<file path="src/rtl/ma_wb_skid_reg.sv">
// Memory-access to write-back boundary register with a 2-entry skid buffer.
// Handshake: a beat transfers on a rising edge when valid and ready are both high;
// in_ready comes straight from a flop, and out_valid holds its payload stable until consumed.
module ma_wb_skid_reg #(
  parameter int unsigned DATA_W            = 32,
  parameter int unsigned DEST_W            = 4,
  parameter bit          FLUSH_CLEARS_DATA = 1'b1
) (
  input  logic              clk,
  input  logic              rst,
  input  logic              in_valid,
  output logic              in_ready,
  input  logic              wb_en_in,
  input  logic              mem_r_en_in,
  input  logic [DATA_W-1:0] alu_result_in,
  input  logic [DATA_W-1:0] mem_read_value_in,
  input  logic [DEST_W-1:0] dest_in,
  input  logic              flush,
  output logic              out_valid,
  input  logic              out_ready,
  output logic              wb_en,
  output logic              mem_r_en,
  output logic [DATA_W-1:0] alu_result,
  output logic [DATA_W-1:0] mem_read_value,
  output logic [DEST_W-1:0] dest,
  output logic [DATA_W-1:0] wb_value,
  output logic [1:0]        hz_valid,
  output logic [DEST_W-1:0] hz_dest0,
  output logic [DEST_W-1:0] hz_dest1,
  output logic [1:0]        count
);

  typedef struct packed {
    logic              wb_en;
    logic              mem_r_en;
    logic [DATA_W-1:0] alu_result;
    logic [DATA_W-1:0] mem_read_value;
    logic [DEST_W-1:0] dest;
  } payload_t;

  // The state encoding doubles as the occupancy count seen on the count port.
  typedef enum logic [1:0] {
    EMPTY = 2'd0,
    ONE   = 2'd1,
    FULL  = 2'd2
  } state_t;

  state_t   state_q, state_d;
  payload_t main_q, main_d;
  payload_t skid_q, skid_d;
  payload_t in_pl;
  logic     in_ready_q, in_ready_d;
  logic     main_valid, skid_valid;
  logic     accept, consume;

  assign in_pl = '{wb_en:          wb_en_in,
                   mem_r_en:       mem_r_en_in,
                   alu_result:     alu_result_in,
                   mem_read_value: mem_read_value_in,
                   dest:           dest_in};

  assign main_valid = (state_q != EMPTY);
  assign skid_valid = (state_q == FULL);
  assign accept     = in_valid & in_ready_q;
  assign consume    = main_valid & out_ready;

  always_comb begin
    state_d    = state_q;
    main_d     = main_q;
    skid_d     = skid_q;
    in_ready_d = in_ready_q;
    case (state_q)
      EMPTY: begin
        if (accept) begin
          main_d  = in_pl;
          state_d = ONE;
        end
      end
      ONE: begin
        if (consume && accept) begin
          main_d = in_pl;
        end else if (consume) begin
          state_d = EMPTY;
        end else if (accept) begin
          skid_d  = in_pl;
          state_d = FULL;
        end
      end
      FULL: begin
        if (consume) begin
          main_d  = skid_q;
          state_d = ONE;
        end
      end
      default: state_d = EMPTY;
    endcase
    // Flush discards whatever the handshake decided this cycle.
    if (flush) begin
      state_d = EMPTY;
      if (FLUSH_CLEARS_DATA) begin
        main_d = '0;
        skid_d = '0;
      end
    end
    in_ready_d = (state_d != FULL);
  end

  always_ff @(posedge clk) begin
    if (rst) begin
      state_q    <= EMPTY;
      main_q     <= '0;
      skid_q     <= '0;
      in_ready_q <= 1'b1;
    end else begin
      state_q    <= state_d;
      main_q     <= main_d;
      skid_q     <= skid_d;
      in_ready_q <= in_ready_d;
    end
  end

  assign in_ready       = in_ready_q;
  assign out_valid      = main_valid;
  assign wb_en          = main_q.wb_en & main_valid;
  assign mem_r_en       = main_q.mem_r_en;
  assign alu_result     = main_q.alu_result;
  assign mem_read_value = main_q.mem_read_value;
  assign dest           = main_q.dest;
  assign wb_value       = main_q.mem_r_en ? main_q.mem_read_value : main_q.alu_result;
  assign hz_valid       = {skid_valid & skid_q.wb_en, main_valid & main_q.wb_en};
  assign hz_dest0       = main_q.dest;
  assign hz_dest1       = skid_q.dest;
  assign count          = 2'(state_q);

endmodule

</file>
<file path="config.mk">
export PLATFORM = sky130hd
export DESIGN_NAME = ma_wb_skid_reg
export DESIGN_NICKNAME = d
export VERILOG_FILES = /design/src/rtl/ma_wb_skid_reg.sv
export SDC_FILE = /design/constraint.sdc
export NUM_CORES = 1
export LEC_CHECK = 0
export BUFFER_PORTS_ARGS = -buffer_cell sky130_fd_sc_hd__buf_4
export CAP_MARGIN = 20
export CORE_MARGIN = 5
export CORE_UTILIZATION = 52
export DETAILED_ROUTE_END_ITERATION = 6
export PLACE_DENSITY_LB_ADDON = 0.15
export REMOVE_ABC_BUFFERS = 1
export SLEW_MARGIN = 20
export SYNTH_ARGS = -nofsm -noshare
export SYNTH_HDL_FRONTEND = slang
export SYNTH_SLANG_ARGS = --single-unit
</file>
<file path="constraint.sdc">
create_clock -name clk -period 2 [get_ports clk]
set_clock_uncertainty 0.15 [all_clocks]
set_input_delay 0.3 -clock clk [delete_from_list [all_inputs] [get_ports clk]]
set_output_delay 0.3 -clock clk [all_outputs]
set_load 0.05 [all_outputs]
</file>
Word level (Yosys, flattened, before mapping)
Cells that the tools add are included.
W data, S select, Z words.
{ "word_totals": {"out_inout_bits": 116, "word_cells": 43, "register_bits": 143, "inputBits": 75} }
{ "classes": {"reduce_logical": 7, "muxes": 12, "n_eq_ne": 6, "bitwise_logic": 6} }
{ "op_table": {"columns": ["operator", "count"], "rows": [
  ["$mux W70", 3],
  ["$pmux W70 S3", 1],
  ["$mux W32", 1],
  ["$mux W2", 6],
  ["$reduce_and A4 Y1", 2],
  ["$ne A2 B2 Y1 const B", 3],
  ["$pmux W2 S3", 1],
  ["$and A1 B1 Y1", 4],
  ["$reduce_bool A3 Y1", 1],
  ["$eq A2 B1 Y1 const B", 1],
  ["$eq A2 B2 Y1 const B", 1],
  ["$logic_not A2 Y1", 1],
  ["$ne A2 B1 Y1 const B", 1],
  ["$not A1 Y1", 2],
  ["$reduce_bool A2 Y1", 1],
  ["$reduce_or A2 Y1", 1],
  ["$logic_and A1 B1 Y1", 1]
]} }

Depth between registers and ports, before layout
{ "depth": {"word_depth": 7, "depth_mapped": 7, "depth_no_buf": 4} }

Least setup slack after synthesis
No wires, ideal clock.
{ "synth_timing": {"path_type": "register to output", "from": "register state_q[1] (netlist: count[1])", "to": "output hz_valid[0]", "setup_slack_ps": -406, "path_buffers": 2, "path_stages_with_launch": 5, "arrival_time_ps": 1956, "path_cell_list": "dfxtp_1 -> or2_1 -> buf_2 -> and2_1 -> buf_4"} }
{ "synth_between": {"elab_chain_len": 2} }
{ "synth_rtl": {"columns": ["element", "line_no", "source"], "rows": [
  ["start: declaration", "48", "state_t state_q, state_d;"],
  ["start signal: assignment", "115", "state_q <= state_d;"],
  ["$reduce_bool A2 Y1", "62", "assign main_valid = (state_q != EMPTY);"],
  ["via out_valid", "19", "output logic out_valid,"],
  ["$and A1 B1 Y1", null, null],
  ["end: declaration", "27", "output logic [1:0] hz_valid,"]
]} }
The timed path passes the listed nets, and every way through them passes these cells.

Worst setup path in the final report
{ "layout_timing": {"from": "register main_q (netlist bit mem_r_en)", "to": "output wb_value[1]"} }
{ "layout_between": {"elab_chain_len": 1} }
{ "layout_rtl": {"columns": ["element", "line_no", "source"], "rows": [
  ["start: declaration", "49", "payload_t main_q, main_d;"],
  ["start signal: assignment", "116", "main_q <= main_d;"],
  ["$mux W32", "129", "assign wb_value = main_q.mem_r_en ? main_q.mem_read_value : main_q.alu_result;"],
  ["end: declaration", "26", "output logic [DATA_W-1:0] wb_value,"]
]} }
Every way passes these cells.

==> metrics.txt <==
status=finished clean; P&R area growth vs syn=36.4%; GR Util All Layers=0.220; Area contributors post-synth=dfxtp_1, mux2i_1, buf_4, nand2_1, a211oi_1; leakage=4.17 nW; CTS root buf=clkbuf_16; synth unique cells=26; CP Data Required Time=1.55 ns; layout filler cell count=960; RSZ-0062 raised after global routing=yes; initial antenna violation count=0; CP max stage cell=dfxtp_4; CP Launch Type=flop; RR Endpoint=skid_q[44]$_SDFFE_PP0P_; # DRC=0; Die X=124 um; switching part of the total power=0.282; Num CTS Buffers=17; average wire per standard cell=16.3 um; critical path type=flop to output port; largest net degree at the start of global routing=83; ANT cells=0; # IOs=191; max-slew violations=0; fin worst setup slack=0.0143 ns; share of cells above drive strength 1=0.320; CP Capture Point=wb_value[1]; area leader, netlist=dfxtp_1; remaining global-route overflow=0; CP Max Fanout=9; area of the core=0.0126 mm^2; Clock Path Buffers=2; number of buffers added on ports=190; sequential fraction of the synthesis area=0.427; CP endpoint kind=output port; HP Class=input pin to flop; Post-Syn Area per Cell=8.91 um^2; standard-cell rows=41; top cells by count, synth=dfxtp_1, nand2_1, buf_4; post-synthesis cell count=753; WP data arrival=1.54 ns; Worst IR Drop VDD=529 uV; PD cells=807 mW/mm^2; Cell Chain, Critical Path=clkbuf_16, mux2_2, buf_6; CP peak stage delay=0.41 ns; drt initial violations=373; clk_lat worst skew=0.42 ns; clock power share=0.395; Worst-path clk slew=0.05 ns; H-tree depth=4; internal power=0.00531 W; Post-Place Setup Slack=0.111 ns; Mapped Area=0.00671 mm^2; Worst Reg2Reg Path Length in Cells=5; routed wire length=17,900 um; Seq pwr share=0.408; Least-Margin Pin Slew=0.464 ns; min cycle time layout=1.99 ns; Psw=0.00208 W; vias in the first global route=5,545; CTS Sinks=143; Nets=987; combinational share of power=0.197; HPWL Detailed=10,300 um; fin crit share=0.993; final hold vios=0; number of vias per cell=5.22; R2R Setup Slk=0.13 ns; Synth async-reset ratio=0; Hold Slack=0.0142 ns; fmax=0.504 GHz; CP startpoint=mem_r_en$_SDFFE_PP0P_; Yosys Warn Count=0; final setup vio count=0; RR Startpoint=in_ready$_SDFF_PP1_; Die Y=124 um; first drt pass iteration count=4; Main synth FF type=dfxtp_1; Placer Congestion=0.769; top cell type's share of synthesized area=0.427; via count=5,723; TritonCTS clock tree=done; count leader, synth=dfxtp_1; die area=0.0153 mm^2; Max-cap violations=0; Slew headroom=0.691; Yosys reg bits=143; DRT antenna net count=0; Starting Density=0.532; number of synthesized flops with an enable pin=0; first-pass GRT wire length=26,700 um
layer usage:
layer | vias up | share of wire | wire length, um | track usage
met5 | - | 0 | 0 | 0
met4 | 0 | 0.012 | 218 | 0.0761
met3 | 15 | 0.059 | 1060 | 0.0554
met2 | 170 | 0.51 | 9160 | 0.381
met1 | 2728 | 0.42 | 7430 | 0.265
li1 | 2810 | - | - | -
cells in the final DEF, fill, tap and decap left out, drive strengths merged:
master / netlist / routed
a211o: 1 / 1
a211oi: 71 / 71
a21o: 1 / 1
a21oi: 72 / 72
and2: 1 / 1
buf: 114 / 207
bufinv: 0 / 1
clkbuf: 23 / 29
clkinv: 0 / 4
clkinvlp: 0 / 1
dfxtp: 143 / 143
dlygate4sd3: 0 / 67
inv: 2 / 2
mux2: 32 / 32
mux2i: 69 / 69
nand2: 142 / 142
nand2b: 1 / 1
nand3: 2 / 2
nand4b: 1 / 1
nor2: 72 / 72
nor4b: 1 / 1
o221ai: 1 / 1
o22a: 1 / 1
or2: 2 / 2
or4b: 1 / 1
worst min-delay path by stage:
stage                                  from                       to  cells past startpoint
finish                mem_read_value_in[11]  skid_q[15]$_SDFFE_PP0P_                      3
global route          mem_read_value_in[10]  skid_q[14]$_SDFFE_PP0P_                      3
CTS                   mem_read_value_in[11]  skid_q[15]$_SDFFE_PP0P_                      3
detailed placement  skid_q[26]$_SDFFE_PP0P_  skid_q[26]$_SDFFE_PP0P_                      2
global placement    skid_q[59]$_SDFFE_PP0P_  skid_q[59]$_SDFFE_PP0P_                      2
floorplan                         out_ready      count[1]$_SDFF_PP0_                      1
final cells by class:
cell class | count | area [um^2] | share of cell area
Multi-Input combinational cell | 471 | 2990 | 0.327
Sequential cell | 143 | 2870 | 0.314
Timing Repair Buffer | 277 | 2520 | 0.275
Clock buffer | 26 | 489 | 0.0535
Tap cell | 172 | 215 | 0.0235
Clock inverter | 6 | 57.6 | 0.00629
Inverter | 2 | 7.51 | 0.000820
registers in the layout, summed over array words and instances, names as in the netlist:
| name | flops |
|---|---|
| alu_result | 32 |
| count | 2 |
| dest | 4 |
| hz_dest1 | 4 |
| in_ready | 1 |
| main_q | 1 |
| mem_r_en | 1 |
| mem_read_value | 32 |
| skid_q | 66 |
through the flow:
stage	power, W	instances	setup TNS (ns)	area [um^2]	util
floorplan	0.00389	616	-462.59	5840	-
finish	0.00739	1097	0	9150	0.725
detailed placement	0.00435	994	0	7720	0.612
global route	0.00765	1097	-0.297	9150	0.725
CTS	0.00740	1093	0	9060	0.718
global placement	0.00432	994	0	7720	0.612
cell families after synthesis:
group           synth area share
compound gates             0.156
flops                      0.427
mux                        0.157
simple gates               0.130
buf+inv                    0.131
timing repair:
item | 4_1_cts | 5_1_grt
endpoints found under the hold margin | 68 | 0
hold buffers | 67 | 0
gates cloned | 0 | 4
buffers inserted | 0 | 0
setup endpoints to repair | 33 | 40
pin swaps | 0 | 0
resized for setup | 33 | 6
power by group through the flow:
stage | combinational (W) | sequential, W | clock, W
after floorplan | 0.000539 | 0.00335 | 0
after global placement | 0.00126 | 0.00307 | 0
after detailed placement | 0.00128 | 0.00307 | 0
after CTS | 0.00142 | 0.00301 | 0.00296
after global routing | 0.00154 | 0.00303 | 0.00309
final | 0.00146 | 0.00301 | 0.00292
worst max-delay path, delay by kind of cell (launching register included):
| family | cells | cell delay (ns) |
|---|---|---|
| buffers and inverters | 2 | 0.35 |
| DFF | 1 | 0.41 |
| muxes | 1 | 0.35 |
Power figures use the tool's default switching activity.
